--- config.mk ---
export PLATFORM = sky130hd
export DESIGN_NAME = aes_mix_columns
export DESIGN_NICKNAME = d
export VERILOG_FILES = /design/src/rtl/aes_mix_columns.sv
export SDC_FILE = /design/constraint.sdc
export NUM_CORES = 1
export LEC_CHECK = 0
export ABC_CLOCK_PERIOD_IN_PS = 2720
export BUFFER_PORTS_ARGS = -buffer_cell sky130_fd_sc_hd__buf_2
export CAP_MARGIN = 20
export CORE_MARGIN = 2
export CORE_UTILIZATION = 58
export CTS_BUF_LIST = sky130_fd_sc_hd__clkbuf_8
export DETAILED_ROUTE_END_ITERATION = 7
export PLACE_DENSITY = 0.83
export RECOVER_POWER = 50
export SLEW_MARGIN = 0
export SYNTH_ARGS = -nofsm -noshare
export SYNTH_HDL_FRONTEND = slang
export SYNTH_SLANG_ARGS = --single-unit
--- constraint.sdc ---
create_clock -name clk -period 2.72 [get_ports clk]
set_input_delay 0 -clock clk [delete_from_list [all_inputs] [get_ports clk]]
set_output_delay 0 -clock clk [all_outputs]
set_load 0.01 [all_outputs]
--- src/rtl/aes_mix_columns.sv ---
// AES MixColumns / InvMixColumns over all four columns of a 128-bit column-major state.
// The result is registered with a one-cycle latency; valid travels alongside the data.
module aes_mix_columns (
  input  logic         clk,
  input  logic         rst,
  input  logic         in_valid,
  input  logic         inverse,
  input  logic [127:0] in_state,
  output logic         out_valid,
  output logic [127:0] out_state
);

  function automatic logic [7:0] xtime(input logic [7:0] x);
    return {x[6:0], 1'b0} ^ (x[7] ? 8'h1b : 8'h00);
  endfunction

  function automatic logic [7:0] mul2(input logic [7:0] x);
    return xtime(x);
  endfunction

  function automatic logic [7:0] mul3(input logic [7:0] x);
    return xtime(x) ^ x;
  endfunction

  // The inverse coefficients decompose into x8/x4/x2/x1 terms of one xtime chain.
  function automatic logic [7:0] mul9(input logic [7:0] x);
    logic [7:0] x2, x4, x8;
    x2 = xtime(x);
    x4 = xtime(x2);
    x8 = xtime(x4);
    return x8 ^ x;
  endfunction

  function automatic logic [7:0] mulb(input logic [7:0] x);
    logic [7:0] x2, x4, x8;
    x2 = xtime(x);
    x4 = xtime(x2);
    x8 = xtime(x4);
    return x8 ^ x2 ^ x;
  endfunction

  function automatic logic [7:0] muld(input logic [7:0] x);
    logic [7:0] x2, x4, x8;
    x2 = xtime(x);
    x4 = xtime(x2);
    x8 = xtime(x4);
    return x8 ^ x4 ^ x;
  endfunction

  function automatic logic [7:0] mule(input logic [7:0] x);
    logic [7:0] x2, x4, x8;
    x2 = xtime(x);
    x4 = xtime(x2);
    x8 = xtime(x4);
    return x8 ^ x4 ^ x2;
  endfunction

  function automatic logic [31:0] mix_col(input logic [31:0] col, input logic inv);
    logic [7:0] a0, a1, a2, a3;
    logic [7:0] b0, b1, b2, b3;
    a0 = col[31:24];
    a1 = col[23:16];
    a2 = col[15:8];
    a3 = col[7:0];
    if (inv) begin
      b0 = mule(a0) ^ mulb(a1) ^ muld(a2) ^ mul9(a3);
      b1 = mul9(a0) ^ mule(a1) ^ mulb(a2) ^ muld(a3);
      b2 = muld(a0) ^ mul9(a1) ^ mule(a2) ^ mulb(a3);
      b3 = mulb(a0) ^ muld(a1) ^ mul9(a2) ^ mule(a3);
    end else begin
      b0 = mul2(a0) ^ mul3(a1) ^ a2 ^ a3;
      b1 = a0 ^ mul2(a1) ^ mul3(a2) ^ a3;
      b2 = a0 ^ a1 ^ mul2(a2) ^ mul3(a3);
      b3 = mul3(a0) ^ a1 ^ a2 ^ mul2(a3);
    end
    return {b0, b1, b2, b3};
  endfunction

  function automatic logic [127:0] mix_state(input logic [127:0] s, input logic inv);
    logic [127:0] r;
    r = '0;
    for (int c = 0; c < 4; c++) begin
      r[127-32*c -: 32] = mix_col(s[127-32*c -: 32], inv);
    end
    return r;
  endfunction

  logic [127:0] mixed_p0;
  logic [127:0] state_p1;
  logic         vld_p1;

  always_comb begin
    mixed_p0 = mix_state(in_state, inverse);
  end

  // p0 -> p1: the data register clears on reset too, so out_state reads zero while held.
  always_ff @(posedge clk) begin
    if (rst) begin
      vld_p1   <= 1'b0;
      state_p1 <= '0;
    end else begin
      vld_p1   <= in_valid;
      state_p1 <= mixed_p0;
    end
  end

  assign out_valid = vld_p1;
  assign out_state = state_p1;

endmodule

==> results of run 1 <==
[routing by layer]
layer	vias up	wire (um)
li1	4458	-
met1	4414	13700
met2	371	15700
met3	78	2080
met4	0	1030
met5	-	0
[final timing paths]
| path | cells past startpoint | endpoint | start |
|---|---|---|---|
| min | 4 | out_state[114] | in_state[106] |
| max | 8 | out_state[12] | in_state[22] |
[what timing repair did]
item / CTS / global route
gates resized for setup: 0 / 0
hold endpoints to repair: 21 / 0
hold buffers: 10 / 0
[cell families (layout without fill, tap and decap cells)]
group                     Yosys count  count (layout)  synth area share (%)
buffers and inverters             104             332                  3.63
DFF                               129             129                  19.8
AOI/OAI and AO/OA                  39              39                  1.78
muxes                              32              32                  2.53
and+or+nand+nor                   223             223                  6.85
xor gates and xnor gates          758             758                  65.4
[power by group through the flow]
| stage | Sequential, mW | Clock (mW) | Combinational (mW) |
|---|---|---|---|
| detailed placement | 2.65 | 0 | 6.33 |
| global route | 2.68 | 1.87 | 6.72 |
| floorplan | 2.97 | 0 | 4.51 |
| finish | 2.64 | 1.77 | 6.23 |
| CTS | 2.62 | 1.81 | 6.38 |
| global placement | 2.66 | 0 | 6.21 |
[stage by stage]
| stage | worst slack (ps) | std cells | utilization, % |
|---|---|---|---|
| floorplan | 639 | 1285 | - |
| finish | 358 | 1793 | 67.6 |
| global placement | 450 | 1752 | 65.9 |
| detailed placement | 346 | 1752 | 65.9 |
| CTS | 422 | 1792 | 68.2 |
| global route | 243 | 1793 | 67.6 |
[final cells by class]
type	instances	area [sq um]	share of cell area, %
clock inverter	11	140	0.944
clock buffer	19	262	1.76
multi-input combinational	1052	10000	67.4
timing repair buffer	300	1490	10.0
tap	280	350	2.36
sequential	129	2580	17.4
inverter	2	7.51	0.0506
[cells in the final DEF, fill, tap and decap left out, types with 2 or more instances in the layout]
cell type	n
a211oi_1	2
a21o_1	2
a21oi_1	19
and2_1	4
buf_2	129
buf_4	31
bufinv_16	3
clkbuf_1	129
clkbuf_8	19
clkinv_2	3
clkinvlp_4	3
dfxtp_1	129
dlygate4sd3_1	10
inv_1	2
mux2_2	7
mux2i_1	24
nand2_1	44
nand2b_1	2
nand3_1	6
nor2_1	153
nor2b_1	2
nor3_1	2
nor3b_1	2
nor4_1	2
o21ai_0	6
or2_2	2
or3_1	3
xnor2_1	456
xnor2_2	3
xnor3_1	101
xnor3_2	2
xor2_1	165
xor3_1	27
[registers in the layout, summed over array words and instances (netlist names)]
register   count
out_valid      1
out_state    128
[worst max-delay path: stages]
cell and delay [ps]:
dlygate4sd3_1 530, buf_2 160, xnor2_1 280, xnor3_1 530
xor2_1 330, xnor3_1 500, a21o_1 190, a21o_1 150
==> run summary, run 1 <==
DP HPWL = 24.8 mm
Rel. slew slack = 49.2%
Number of synthesized flops with an enable pin = 0
Root Driver = clkbuf_8
Core area = 22000 sq um
Post-synth top flop = dfxtp_1
Switching share of power = 37.8%
Clock-pin slew on the worst setup and hold paths = 80 ps
First-pass GRT wire length = 51.3 mm
CTS buffer count = 17
Share of layout cells above drive strength 1 = 13.7%
DR pass1 iterations = 6
Share of power burned in registers = 24.8%
Final WL = 32.5 mm
Worst-margin pin slew = 757 ps
DR DRC count = 0
Initial Util = 59.5%
Tmin final = 2360 ps
Status = complete, no violations
Initial antenna violation count = 0
Yosys cell types = 47
Critical Path End Type = flop
Synth Warn # = 0
Comb pwr share = 58.5%
Finish-stage setup viols = 0
CP required = 3050 ps
Path category of the worst min-delay check = in2reg
Area Overhead vs Synth = 13.6%
Maximum vdd drop = 397 uV
Post-synthesis cell area = 13100 sq um
Final Max Tran Viols = 0
Syn Nets = 1417
Cell-internal power = 6.62 mW
Drt wl/cell = 18.1 um
Port bufs = 260
DIE WIDTH = 154 um
DRT iter0 DRCs = 480
Final Hold Slack = 48.6 ps
Setup Total Neg Slack = 0 ps
DR vias = 9321
GR Overflow Total = 0
# IOs = 261
Count leader, synth = xnor2_1
Vias in the first global route = 9635
Final ANT Viol Nets = 0
GR Layer Usage met3 = 4.65%
Final total power = 10.6 mW
Num Clock Sinks = 129
Async SR Flop Fraction = 0%
Fin area = 14800 sq um
Placement row count = 54
RSZ-0062 raised after global routing = no
GR peak layer = met2
Largest net degree at the start of global routing = 96
Fin nets = 1634
Top cell type's share of synthesized area = 30.6%
Die ar. = 23700 sq um
Post-synth top cells = xnor2_1, xor2_1, nor2_1
Post CTS Setup Buffer Count = 0
Fin. Hold Viols = 0
Clock power frac = 16.7%
Placed instance area = 14500 sq um
Yosys reg bits = 129
Ant. Diodes = 0
CTS tree = built
Critical path class = in2reg
Seq/Total Area, Yosys = 19.8%
H-tree levels = 4
Arr. time, crit path = 2690 ps
Top cells by area, synth = xnor2_1, dfxtp_1, xnor3_1
Die H = 154 um
Area leader, netlist = xnor2_1
Lkg Pwr = 6.55 nW
Met1 usage = 35.0%
Worst-case clock buffer depth = 2
Met2 usage = 47.2%
Syn Inst Count = 1285
Sw power = 4.02 mW
Startpoint Class = input pin
Fmax = 423 MHz
CP max FO = 4
Fin crit share = 86.8%
Tot GR Track Use = 27.7%
Max_cap viols = 0
Vias/cell = 5.20
Fillers = 1747
Placer congestion estimate = 0.917
Power Dens Cells = 717 nW/um^2
Mapped Avg Cell Area = 10.2 sq um
Note: power is estimated with default switching activity, not from simulation.
==> run 2: changes to the inputs <==
ABC_CLOCK_PERIOD_IN_PS = 2280   (was 2720)
clock period = 2.28 ns   (was 2.72 ns; I/O delays follow)
==> run 2 against run 1 <==
Effect of this change:
- combinational power up 22%
- sequential power rose by 19%
- die area unchanged
- utilization is 1.3 points higher
- non-clock buffer count increased by 38
- worst setup slack lost 280 ps
- critical path type unchanged
==> run summary, run 2 (synthesized netlist as in run 1, its figures left out) <==
Status = complete, no violations (unchanged)
Startpoint Class = input pin (unchanged)
Die H = 154 um (unchanged)
Final WL = 33.3 mm (was 32.5 mm)
Most used cell, CP = xnor2_1
Tot GR Track Use = 28.0% (was 27.7%)
Fin. Hold Viols = 0 (unchanged)
Most frequent cells in the layout = xnor2_1, xor2_1, nor2_1 (unchanged)
Worst-margin pin slew = 751 ps (was 757 ps)
Largest register FFs = 128 (unchanged)
Arr. time, crit path = 2550 ps (was 2690 ps)
Finish-stage setup viols = 0 (unchanged)
Post CTS Setup Buffer Count = 0 (unchanged)
CTS buffer count = 17 (unchanged)
Largest net degree at the start of global routing = 56 (was 96)
Placement row count = 54 (unchanged)
Root Driver = clkbuf_8 (unchanged)
Num Clock Sinks = 129 (unchanged)
FF+latch area = 2580 sq um (unchanged)
Most common cell after layout, fill and taps aside = xnor2_1 (unchanged)
DP HPWL = 25.9 mm (was 24.8 mm)
Setup Total Neg Slack = 0 ps (unchanged)
Critical Path End Type = flop (unchanged)
Area Overhead vs Synth = 15.8% (was 13.6%)
Clock-pin slew on the worst setup and hold paths = 90 ps (was 80 ps)
Worst setup path endpoint = out_state[19] (was out_state[12])
Port bufs = 260 (unchanged)
Power Dens Cells = 854 nW/um^2 (was 717 nW/um^2)
Die ar. = 23700 sq um (unchanged)
Vias in the first global route = 9672 (was 9635)
Slowest CP cell = dlygate4sd3_1 (unchanged)
DR DRC count = 0 (unchanged)
Fin crit share = 96.7%
Initial Util = 59.5% (unchanged)
Core area = 22000 sq um (unchanged)
Lkg Pwr = 6.75 nW (was 6.55 nW)
CP max FO = 4 (unchanged)
Maximum vdd drop = 475 uV (was 397 uV)
Initial antenna violation count = 0 (unchanged)
Ant. Diodes = 0 (unchanged)
Area of the multi-input gates = 10000 sq um (about the same)
Fmax = 453 MHz
Drt wl/cell = 18.2 um (was 18.1 um)
Placer congestion estimate = 0.944 (was 0.917)
Worst-case clock buffer depth = 2 (unchanged)
Fin nets = 1672 (was 1634)
CTS tree = built (unchanged)
H-tree levels = 4 (unchanged)
CP cell instances = dlygate4sd3_1 > buf_2 > xnor2_1 > xnor3_1 > buf_4 > xor3_1 > mux2i_1 > xnor2_1 > nor2_1 (was dlygate4sd3_1 > buf_2 > xnor2_1 > xnor3_1 > xor2_1 > xnor3_1 > a21o_1 > a21o_1)
DIE WIDTH = 154 um (unchanged)
RSZ-0062 raised after global routing = no (unchanged)
Rel. slew slack = 49.5% (was 49.2%)
GR Overflow Total = 0 (unchanged)
# IOs = 261 (unchanged)
Fillers = 1721 (was 1747)
DRT iter0 DRCs = 535 (was 480)
CP max stage delay = 530 ps (about the same)
Final ANT Viol Nets = 0 (unchanged)
Vias/cell = 5.17 (was 5.20)
CP required = 2620 ps (was 3050 ps)
Path category of the worst min-delay check = in2reg (unchanged)
DR vias = 9468 (was 9321)
Share of layout cells above drive strength 1 = 16.0% (was 13.7%)
Critical path class = in2reg (unchanged)
Tmin final = 2210 ps
Final Max Tran Viols = 0 (unchanged)
Max_cap viols = 0 (unchanged)
First-pass GRT wire length = 51.9 mm (was 51.3 mm)
Worst setup path start = in_state[22] (unchanged)
Final Util = 68.9% (was 67.6%)
DR pass1 iterations = 4 (was 6)
run 2: worst min-delay path by stage:
stage / endpoint / start / slack [ps] / depth (start not counted)
after detailed placement: out_valid / in_valid / 300 / 2
after global placement: out_valid / in_valid / 210 / 2
after global routing: out_state[40] / in_state[32] / 40 / 4
final: out_state[114] / in_state[106] / 30 / 4
after CTS: out_state[56] / in_state[32] / 10 / 4
after floorplan: out_valid / in_valid / 130 / 1
run 2: metrics by stage:
| step | cells | worst slack, ps | cell area [sq um] | power (mW) | hold slack [ps] |
|---|---|---|---|---|---|
| floorplan | 1285 | 199 | 13100 | 8.91 | 128 |
| global placement | 1790 | 165 | 14800 | 10.7 | 206 |
| detailed placement | 1790 | 96.0 | 14800 | 10.9 | 303 |
| CTS | 1831 | 55.5 | 15300 | 13.1 | 10.7 |
| global route | 1831 | 0.588 | 15100 | 13.6 | 44.2 |
| finish | 1831 | 74.3 | 15100 | 12.9 | 34.8 |
run 2: timing repair:
| item | 4_1_cts | 5_1_grt |
|---|---|---|
| resized for setup | 0 | 1 |
| endpoints found under the setup margin | 0 | 2 |
| hold buffers | 11 | 0 |
| endpoints found under the hold margin | 12 | 0 |
run 2: layer usage:
metal	part of all wire (%)	track usage, %
met1	42	35.8
met2	50	48.9
met3	5.6	4.37
met4	2.0	8.46
met5	0	0
run 2: power by group:
group / leakage [nW] / total, mW / switching [mW] / internal (mW)
combinational: 5.46 / 7.58 / 3.65 / 3.92
sequential: 1.08 / 3.14 / 0.198 / 2.95
clock: 0.211 / 2.20 / 0.999 / 1.20
run 2: final cells by class:
| type | count | share of cell area, % |
|---|---|---|
| Inverter | 2 | 0.0496 |
| Multi-Input combinational cell | 1052 | 66.2 |
| Tap cell | 280 | 2.32 |
| Timing Repair Buffer | 338 | 11.6 |
| Clock buffer | 18 | 1.64 |
| Sequential cell | 129 | 17.1 |
| Clock inverter | 12 | 1.11 |
run 2: worst max-delay path, delay by kind of cell:
kind	cells	cell delay (ps)
muxes	1	280
xor gates and xnor gates	4	1330
buffers and inverters	3	880
and+or+nand+nor	1	50
==> run 3: changes to the inputs <==
ABC_AREA = 1   (was unset)
CORE_UTILIZATION = 60   (was 58)
PLACE_DENSITY = 0.82   (was 0.83)
==> run 3 against run 2 <==
Effect of this change:
- power rose by 4.1%
- design area rose by 59%
- final cell count rose by 140%
- critical path depth rose by 5
- via count rose by 150%
- routed wire length rose by 130%
- global-route usage rose by 11 points
- flip-flop and latch count did not move
- clock-buffer cell count fell by 1
- worst setup slack improved by 270 ps
- non-clock buffer count fell by 41
- critical path type unchanged
- critical endpoint is now out_state[53]
- largest cell class unchanged
- largest power group unchanged
==> run summary, run 3 <==
Status = complete, no violations (unchanged)
CP required = 2720 ps (was 2620 ps)
Lkg Pwr = 13.0 nW (was 6.75 nW)
Num Clock Sinks = 129 (unchanged)
Root Driver = clkbuf_8 (unchanged)
Post-synthesis cell area = 22500 sq um (was 13100 sq um)
DR vias = 23.4k (was 9468)
First-pass GRT wire length = 118 mm (was 51.9 mm)
Max_cap viols = 0 (unchanged)
Area leader, netlist = xor2_1 (was xnor2_1)
Fin. Hold Viols = 0 (unchanged)
Die H = 197 um (was 154 um)
DRT iter0 DRCs = 2193 (was 535)
HP Start = rst (was in_state[106])
Count leader, synth = nand2_1 (was xnor2_1)
Seq/Total Area, Yosys = 11.5% (was 19.8%)
Most common cell after layout, fill and taps aside = nand2_1 (was xnor2_1)
Largest net degree at the start of global routing = 148 (was 56)
Setup Total Neg Slack = 0 ps (unchanged)
Top cells by area, synth = xor2_1, nand2_1, dfxtp_1 (was xnor2_1, dfxtp_1, xnor3_1)
Area Overhead vs Synth = 6.88% (was 15.8%)
Tmin final = 1940 ps (was 2210 ps)
Slowest CP cell = dlygate4sd3_1 (unchanged)
CP max stage delay = 540 ps (was 530 ps)
Async SR Flop Fraction = 0% (unchanged)
Tot GR Track Use = 39.1% (was 28.0%)
DR pass1 iterations = 6 (was 4)
Largest register FFs = 128 (unchanged)
Rel. slew slack = 48.6% (was 49.5%)
Maximum vdd drop = 400 uV (was 475 uV)
Hold path depth = 5 (was 4)
Final Max Tran Viols = 0 (unchanged)
Top cell type's share of synthesized area = 24.2% (was 30.6%)
Yosys reg bits = 129 (unchanged)
Post_cts resized = 0 (unchanged)
Share of layout cells above drive strength 1 = 10.5% (was 16.0%)
Syn Nets = 3795 (was 1417)
Critical path class = in2reg (unchanged)
Fin nets = 3956 (was 1672)
H-tree levels = 4 (unchanged)
CP cell instances = dlygate4sd3_1 > buf_2 > inv_1 > nand2_1 > nand2_2 > xnor2_2 > xor2_1 > inv_1 > nand2_1 > nand2_1 > nand2_1 > nand2_1 > nor2_1 > nor2_1 (was dlygate4sd3_1 > buf_2 > xnor2_1 > xnor3_1 > buf_4 > xor3_1 > mux2i_1 > xnor2_1 > nor2_1)
Core area = 36700 sq um (was 22000 sq um)
Power Dens Cells = 560 nW/um^2 (was 854 nW/um^2)
Initial antenna violation count = 1 (was 0)
Fillers = 3602 (was 1721)
Number of synthesized flops with an enable pin = 0 (unchanged)
Fin crit share = 85.1% (was 96.7%)
Post-synth top flop = dfxtp_1 (unchanged)
# IOs = 261 (unchanged)
CP max FO = 11 (was 4)
Hold path endpoint = out_state[30] (was out_state[114])
Final WL = 76.8 mm (was 33.3 mm)
Placement row count = 70 (was 54)
Drt wl/cell = 17.8 um (was 18.2 um)
Final ANT Viol Nets = 0 (unchanged)
CTS tree = built (unchanged)
DP HPWL = 59.4 mm (was 25.9 mm)
Arr. time, crit path = 2380 ps (was 2550 ps)
Post CTS Setup Buffer Count = 0 (unchanged)
Finish-stage setup viols = 0 (unchanged)
Syn Inst Count = 3663 (was 1285)
DR DRC count = 0 (unchanged)
Hold_buf cts = 8 (was 11)
Post-synth top cells = nand2_1, xor2_1, inv_1 (was xnor2_1, xor2_1, nor2_1)
Most used cell, CP = nand2_1 (was xnor2_1)
Yosys cell types = 43 (was 47)
Most frequent cells in the layout = nand2_1, xor2_1, inv_1 (was xnor2_1, xor2_1, nor2_1)
Worst-case clock buffer depth = 2 (unchanged)
Worst-margin pin slew = 772 ps (was 751 ps)
Critical Path End Type = flop (unchanged)
Placer congestion estimate = 1.02 (was 0.944)
Path category of the worst min-delay check = in2reg (unchanged)
Final total power = 13.4 mW (was 12.9 mW)
CTS buffer count = 17 (unchanged)
Die ar. = 39000 sq um (was 23700 sq um)
Vias in the first global route = 21.1k (was 9672)
Vias/cell = 5.44 (was 5.17)
Startpoint Class = input pin (unchanged)
Initial Util = 61.2% (was 59.5%)
Port bufs = 260 (unchanged)
Fmax = 515 MHz (was 453 MHz)
GR Overflow Total = 0 (unchanged)
DIE WIDTH = 197 um (was 154 um)
RSZ-0062 raised after global routing = no (unchanged)
Mapped Avg Cell Area = 6.13 sq um (was 10.2 sq um)
Clock-pin slew on the worst setup and hold paths = 110 ps (was 90 ps)
Synth Warn # = 0 (unchanged)
-- run 3: cell types whose count changed after synthesis, moves of 46 or more --
cell	change
inv_1	+319
xnor2_1	-193
nand3_1	+266
nand2_2	+58
nand2_1	+1310
inv_2	+55
buf_4	+46
xnor3_1	-101
nor2_1	-112
a21oi_1	+126
xor2_1	+455
o21ai_0	+65
-- run 3: cell families after synthesis --
family / Yosys count / share of synthesized area (%)
XOR/XNOR: 925 / 37.8
flip-flops: 129 / 11.5
AND/OR/NAND/NOR: 1825 / 34.4
buffers and inverters: 541 / 10.6
AO/OA/AOI/OAI: 243 / 5.66
-- run 3: per-layer routing --
layer  GRT usage (%)  share of wire [%]
met4            16.5                4.4
met1            53.1                 41
met2            60.7                 43
met3            7.36                 12
met5               0                  0
-- run 3: stage by stage --
step / hold slack, ps / utilization (%) / instance area, sq um / instances / setup WS, ps
after floorplan: 107 / - / 22500 / 3663 / 919
after global placement: 204 / 64.6 / 23700 / 4265 / 367
after CTS: 1.95 / 65.8 / 24200 / 4305 / 447
after detailed placement: 210 / 64.6 / 23700 / 4265 / 326
after global routing: 42.1 / 65.4 / 24000 / 4306 / 184
final: 20.0 / 65.4 / 24000 / 4306 / 340
-- run 3: how the worst max path moves through the flow --
stage	start	end	slack [ps]	cells after the start
3_3_place_gp	in_state[45]	out_state[33]	370	10
2_1_floorplan	in_state[85]	out_state[65]	920	11
3_5_place_dp	in_state[45]	out_state[33]	330	10
5_1_grt	in_state[39]	out_state[45]	180	13
6_report	in_state[39]	out_state[53]	340	14
4_1_cts	in_state[39]	out_state[45]	450	13
-- run 3: area by class of cell --
type | count | area, sq um | area share (%)
multi-input cells | 2993 | 17500 | 72.9
flip-flops and latches | 129 | 2580 | 10.8
repair buffers | 297 | 1480 | 6.17
inverters | 386 | 1480 | 6.16
well taps | 468 | 586 | 2.44
clock buffers | 17 | 234 | 0.975
clock inverters | 15 | 135 | 0.563
diodes | 1 | 2.50 | 0.0104
-- run 3: power by group --
part	switching (mW)	internal (mW)
Combinational	5.46	3.00
Clock	1.39	0.803
Sequential	0.151	2.64
Total	7.00	6.45
-- run 3: critical path, delay by kind of cell --
family / cells / cell delay (ps)
and+or+nand+nor: 8 / 710
xor gates and xnor gates: 2 / 590
buffers and inverters: 4 / 1070
